<file path="config.mk">
export PLATFORM = sky130hd
export DESIGN_NAME = write_on_exec_node
export DESIGN_NICKNAME = d
export VERILOG_FILES = /design/src/rtl/write_on_exec_pkg.sv /design/src/rtl/write_on_exec_node_sync_fifo.sv /design/src/rtl/write_on_exec_node.sv
export SDC_FILE = /design/constraint.sdc
export NUM_CORES = 1
export LEC_CHECK = 0
export CAP_MARGIN = 30
export CORE_ASPECT_RATIO = 2
export CORE_UTILIZATION = 54
export CTS_CLUSTER_SIZE = 40
export DETAILED_ROUTE_END_ITERATION = 16
export PLACE_DENSITY = 0.77
export SLEW_MARGIN = 20
export SYNTH_ARGS = -nofsm -noshare
export SYNTH_HDL_FRONTEND = slang
export SYNTH_HIERARCHICAL = 1
export SYNTH_SLANG_ARGS = --single-unit
export TNS_END_PERCENT = 50
</file>
<file path="constraint.sdc">
create_clock -name clk -period 5.5 [get_ports clk]
set_input_delay 0.55 -clock clk [delete_from_list [all_inputs] [get_ports clk]]
set_output_delay 0.55 -clock clk [all_outputs]
set_load 0.01 [all_outputs]
</file>
<file path="src/rtl/write_on_exec_pkg.sv">
// Shared types and the operation helper for the write-on-exec dataflow node.
package write_on_exec_pkg;

    localparam int unsigned MAX_IN = 4;
    // Widest operand the shared helper handles; callers zero-extend and truncate.
    localparam int unsigned MAX_W  = 32;

    typedef enum logic [2:0] {
        OP_ADD   = 3'd0,
        OP_SUB   = 3'd1,
        OP_AND   = 3'd2,
        OP_OR    = 3'd3,
        OP_XOR   = 3'd4,
        OP_MIN   = 3'd5,
        OP_MAX   = 3'd6,
        OP_PASS0 = 3'd7
    } op_e;

    // One step of the left fold; also used by the accumulator (acc OP result).
    // Arithmetic wraps; callers keep only the low DATA_W bits.
    function automatic logic [MAX_W-1:0] apply_op(
        input op_e              op,
        input logic [MAX_W-1:0] a,
        input logic [MAX_W-1:0] b
    );
        logic [MAX_W-1:0] r;
        case (op)
            OP_ADD:   r = a + b;
            OP_SUB:   r = a - b;
            OP_AND:   r = a & b;
            OP_OR:    r = a | b;
            OP_XOR:   r = a ^ b;
            OP_MIN:   r = (a < b) ? a : b;
            OP_MAX:   r = (a > b) ? a : b;
            OP_PASS0: r = a;
            default:  r = a;
        endcase
        return r;
    endfunction

endpackage

</file>
<file path="src/rtl/write_on_exec_node_sync_fifo.sv">
// Small synchronous FIFO with a combinational head; one per input channel.
module sync_fifo #(
    parameter int unsigned WIDTH = 8,
    parameter int unsigned DEPTH = 4
) (
    input  logic             clk,
    input  logic             reset,
    input  logic             push,
    input  logic             pop,
    input  logic [WIDTH-1:0] wdata,
    output logic [WIDTH-1:0] rdata,
    output logic             empty,
    output logic             full
);

    localparam int unsigned AW = $clog2(DEPTH);

    logic [WIDTH-1:0] mem [DEPTH];
    logic [AW-1:0]    wptr;
    logic [AW-1:0]    rptr;
    logic [AW:0]      count;
    logic             do_push;
    logic             do_pop;

    // Pushes while full and pops while empty are dropped.
    assign do_push = push && !full;
    assign do_pop  = pop && !empty;
    assign empty   = (count == '0);
    assign full    = (count == (AW+1)'(DEPTH));
    assign rdata   = mem[rptr];

    // Storage array; contents are don't-care while empty, so no reset.
    always_ff @(posedge clk) begin
        if (do_push)
            mem[wptr] <= wdata;
    end

    // Pointers wrap naturally at the power-of-two depth; count tracks occupancy.
    always_ff @(posedge clk or negedge reset) begin
        if (!reset) begin
            wptr  <= '0;
            rptr  <= '0;
            count <= '0;
        end else begin
            if (do_push)
                wptr <= wptr + AW'(1);
            if (do_pop)
                rptr <= rptr + AW'(1);
            case ({do_push, do_pop})
                2'b10:   count <= count + (AW+1)'(1);
                2'b01:   count <= count - (AW+1)'(1);
                default: count <= count;
            endcase
        end
    end

endmodule

</file>
<file path="src/rtl/write_on_exec_node.sv">
// CGRA dataflow node: buffers NUM_IN operand streams, fires when all heads are
// present and the output slot is free, and registers the folded result.
module write_on_exec_node
    import write_on_exec_pkg::*;
#(
    parameter int unsigned DATA_W     = 8,
    parameter int unsigned NUM_IN     = 2,
    parameter int unsigned FIFO_DEPTH = 4,
    parameter int unsigned CNT_W      = 16
) (
    input  logic                     clk,
    input  logic                     reset,
    input  logic [2:0]               cfg_op,
    input  logic                     cfg_acc_en,
    input  logic [NUM_IN*DATA_W-1:0] in_data,
    input  logic [NUM_IN-1:0]        in_valid,
    output logic [NUM_IN-1:0]        in_ready,
    output logic [DATA_W-1:0]        out_data,
    output logic                     out_valid,
    input  logic                     out_ready,
    output logic [CNT_W-1:0]         exec_count
);

    logic [DATA_W-1:0] head [NUM_IN];
    logic [NUM_IN-1:0] empty;
    logic [NUM_IN-1:0] full;
    logic              fire;
    op_e               op;
    logic [DATA_W-1:0] fold;
    logic [DATA_W-1:0] acc;
    logic [DATA_W-1:0] acc_next;

    for (genvar i = 0; i < NUM_IN; i++) begin : g_ch
        sync_fifo #(
            .WIDTH (DATA_W),
            .DEPTH (FIFO_DEPTH)
        ) u_fifo (
            .clk   (clk),
            .reset (reset),
            .push  (in_valid[i]),
            .pop   (fire),
            .wdata (in_data[i*DATA_W +: DATA_W]),
            .rdata (head[i]),
            .empty (empty[i]),
            .full  (full[i])
        );
    end

    // Ready depends only on registered FIFO occupancy, never on out_ready.
    assign in_ready = ~full;
    assign fire     = (&(~empty)) && (!out_valid || out_ready);
    assign op       = op_e'(cfg_op);

    // Left fold of the channel heads, then optional accumulation into acc.
    always_comb begin
        fold = head[0];
        for (int unsigned i = 1; i < NUM_IN; i++)
            fold = DATA_W'(apply_op(op, MAX_W'(fold), MAX_W'(head[i])));
        acc_next = cfg_acc_en ? DATA_W'(apply_op(op, MAX_W'(acc), MAX_W'(fold)))
                              : fold;
    end

    // Output register, accumulator and firing counter; written only on fire.
    always_ff @(posedge clk or negedge reset) begin
        if (!reset) begin
            acc        <= '0;
            out_data   <= '0;
            out_valid  <= 1'b0;
            exec_count <= '0;
        end else if (fire) begin
            acc        <= acc_next;
            out_data   <= acc_next;
            out_valid  <= 1'b1;
            exec_count <= exec_count + CNT_W'(1);
        end else if (out_ready) begin
            out_valid  <= 1'b0;
        end
    end

endmodule

</file>
==> metrics.txt <==
status=complete, but fails checks; violated checks=design-rule violations; IO buf count=51; core box area=between 10,000 and 15,000 um^2; post-synthesis simple-gate area fraction=0.129; Synth Area in Compound Gates=0.181; async set-or-reset flop fraction in the synthesized netlist=0.379; fin nets=895; HP Class=input pin to asynchronous set/reset pin; Clk Latency, worst-skew pair=0.36 ns; Yosys warning count=6; pin count of the biggest net entering global routing=41; Layout Cells excl Fill=just under 1,000; P&R area growth vs syn=25.1%; R2R cell count=25; share of cells above drive strength 1=0.279; DRT iter0 DRCs=416; Rel. slew slack=0.445; CTS tree=yes; Worst-Margin Slew=slightly above 0.8 ns; CP Capture Type=register; num rows=59; crit path DAT=5.62 ns; Clock Path Buffers=2; Routed Antenna Nets=0; Syn Inst Count=677; Fin. Hold Viols=0; startpoint types=register; wire length per cell=approximately 23 um; GPL Wtd Cong=slightly below 1; Die X=84.1 um; final design area excluding fillers=9090 um^2; post-synthesis sequential element count=103; # clock sinks=103; dpl cells=939; commonest non-fill, non-tap cell in the layout=buf_4; MaxCap Viol Count=0; Hold-fix buffers, CTS=0; Worst R2R End=acc[2]$_DFFE_PN0P_; Initial Utilization=0.556; total CTS buffers=9; Crit. Startpoint=g_ch[0].u_fifo/rptr[0]$_DFFE_PN0P_; largest family of logic cells by synthesized area=compound AO/OA/AOI/OAI gates; FF-to-FF setup slack=approximately 0.12 ns; Final Cycle Share=0.978; XOR/XNOR Fraction of Synth Area=0.0494; sequential share of the synthesized area=0.399; commonest cells after routing, fill and taps aside=buf_4, edfxtp_1, inv_1; Most used DFF post-synth=edfxtp_1; post-synthesis instance area=7270 um^2; Max Clock Skew=0.0190 ns; initial antenna violation count=0; Die Ht=166 um; total global-route track usage=0.326; drt via density=about 6.3; mux cell area share after synthesis=0.0862; fin crit period=5.38 ns; global-route wire length before repair=33,900 um; fillers=942; Hold WS=0.0472 ns; number of synthesized flops with an enable pin=64; # IOs=52; H-tree levels=3; critical path class=register to register; Worst R2R Start=g_ch[0].u_fifo/rptr[0]$_DFFE_PN0P_; Worst EP required=5.74 ns; GR Overflow Total=0; DR vias=6,076; placed cell area=approximately 8500 um^2; Post-Route WL=22,200 um; Pre-antenna DRT Iters=11; Diodes inserted=0; fmax=186 MHz; DRC errors left=6; Worst-path clk slew=0.08 ns; syn nets=about 760; adder-cell share of the synthesized area=0.103; setup violators final=0; Mapped Avg Cell Area=10.7 um^2; Max FO, Critical Path=7; Die Area=14,000 um^2; post-DP HPWL=between 15,000 and 20,000 um; vias in the first global route=6,427; Yosys cell types=95; clock root cell=clkbuf_16; Pins Over Slew Limit=0
==> final cells by class <==
| cell class | instances | area [um^2] | share of cell area |
|---|---|---|---|
| Clock buffer | 10 | 229 | 0.0252 |
| Tap cell | 152 | 190 | 0.0209 |
| Timing Repair Buffer | 154 | 1340 | 0.147 |
| Sequential cell | 103 | 2900 | 0.319 |
| Clock inverter | 6 | 53.8 | 0.00592 |
| Multi-Input combinational cell | 482 | 4150 | 0.457 |
| Inverter | 63 | 236 | 0.0260 |
==> critical path: stages (launching register included) <==
cell and delay (ns):
dfrtp_1 0.43, buf_6 0.17, mux4_2 0.53, buf_4 0.16, fa_2 0.34, nor3b_4 0.17, o31ai_4 0.32, nand3_2 0.16
nand2_1 0.11, o21ai_2 0.06, a21o_1 0.19, a22oi_2 0.20, a22oi_2 0.09, a2bb2oi_2 0.16, inv_2 0.06, ha_2 0.17
inv_1 0.04, ha_2 0.18, a21oi_2 0.18, o21ai_2 0.08, o21a_2 0.24, a221oi_2 0.25, mux2_4 0.34, a21boi_4 0.17
buf_12 0.15, mux2_4 0.30
==> repair_timing <==
item                       in CTS  in global routing
buffers inserted                0                 13
pin swaps                       1                 25
resized for setup               6                 49
setup endpoints to repair       8                  8
cloned                          0                  1
==> cell usage after synthesis, types with 4 or more instances <==
cell type	instances	area, um^2
a22oi_1	5	37.5
xor2_1	18	158
and2_2	10	75.1
buf_2	6	30.0
fa_1	5	100
mux2_4	9	135
nor2b_1	5	31.3
nand2b_1	5	31.3
o221ai_1	4	35.0
dfrtp_1	39	976
a221oi_1	7	61.3
inv_1	61	229
or2_2	4	25.0
edfxtp_1	64	1920
a211oi_1	5	37.5
o21bai_1	5	37.5
nand3_1	7	35.0
nor4_1	4	25.0
o21ai_0	48	240
a21o_1	10	75.1
mux4_2	16	360
nand3b_1	4	30.0
ha_1	52	651
o22ai_1	6	37.5
nand4_1	5	31.3
nor3_1	9	45.0
a31oi_1	11	68.8
a21oi_1	37	185
nor2_1	37	139
xnor2_1	23	201
nand2_1	41	154
mux2i_1	12	120
clkbuf_1	15	56.3
==> sequential cells by signal (all words and copies together) (netlist names) <==
| register | count |
|---|---|
| g_ch.u_fifo/mem | 64 |
| exec_count | 16 |
| acc | 8 |
| g_ch.u_fifo/count | 6 |
| g_ch.u_fifo/rptr | 4 |
| g_ch.u_fifo/wptr | 4 |
| out_valid | 1 |
==> cells by family (layout without fill, tap and decap cells) <==
logic type,count (synthesis),in the layout
adders and majority gates,57,57
xor gates and xnor gates,41,41
AOI/OAI and AO/OA,186,186
buffers and inverters,92,233
and+or+nand+nor,160,160
muxes,38,38
DFF,103,103
==> per-stage QoR <==
step,worst slack (ns),setup TNS (ns),util
CTS,0.00469,0,0.675
finish,0.119,0,0.696
global route,-0.0711,-0.511,0.696
detailed placement,-0.189,-1.03,0.651
floorplan,0.0114,0,-
global placement,-0.0225,-0.0942,0.651
==> per-layer routing <==
layer / vias up / track usage / routed length [um]
met5: - / 0 / 0
met4: 0 / 0.266 / 2080
met3: 113 / 0.0557 / 1020
met2: 255 / 0.610 / 12000
met1: 2951 / 0.297 / 7090
li1: 2757 / - / -
==> how the worst max path moves through the flow <==
stage               slack, ns                 end  depth (start not counted)
floorplan                0.01  acc[5]$_DFFE_PN0P_                         26
global placement        -0.02  acc[7]$_DFFE_PN0P_                         26
detailed placement      -0.19  acc[7]$_DFFE_PN0P_                         25
CTS                     0.005  acc[7]$_DFFE_PN0P_                         26
global route            -0.07  acc[6]$_DFFE_PN0P_                         26
finish                   0.12  acc[2]$_DFFE_PN0P_                         25
Power is left out: the tool's default activity adds up to more than one toggle a clock period on the data nets, which glitch-free logic cannot reach.
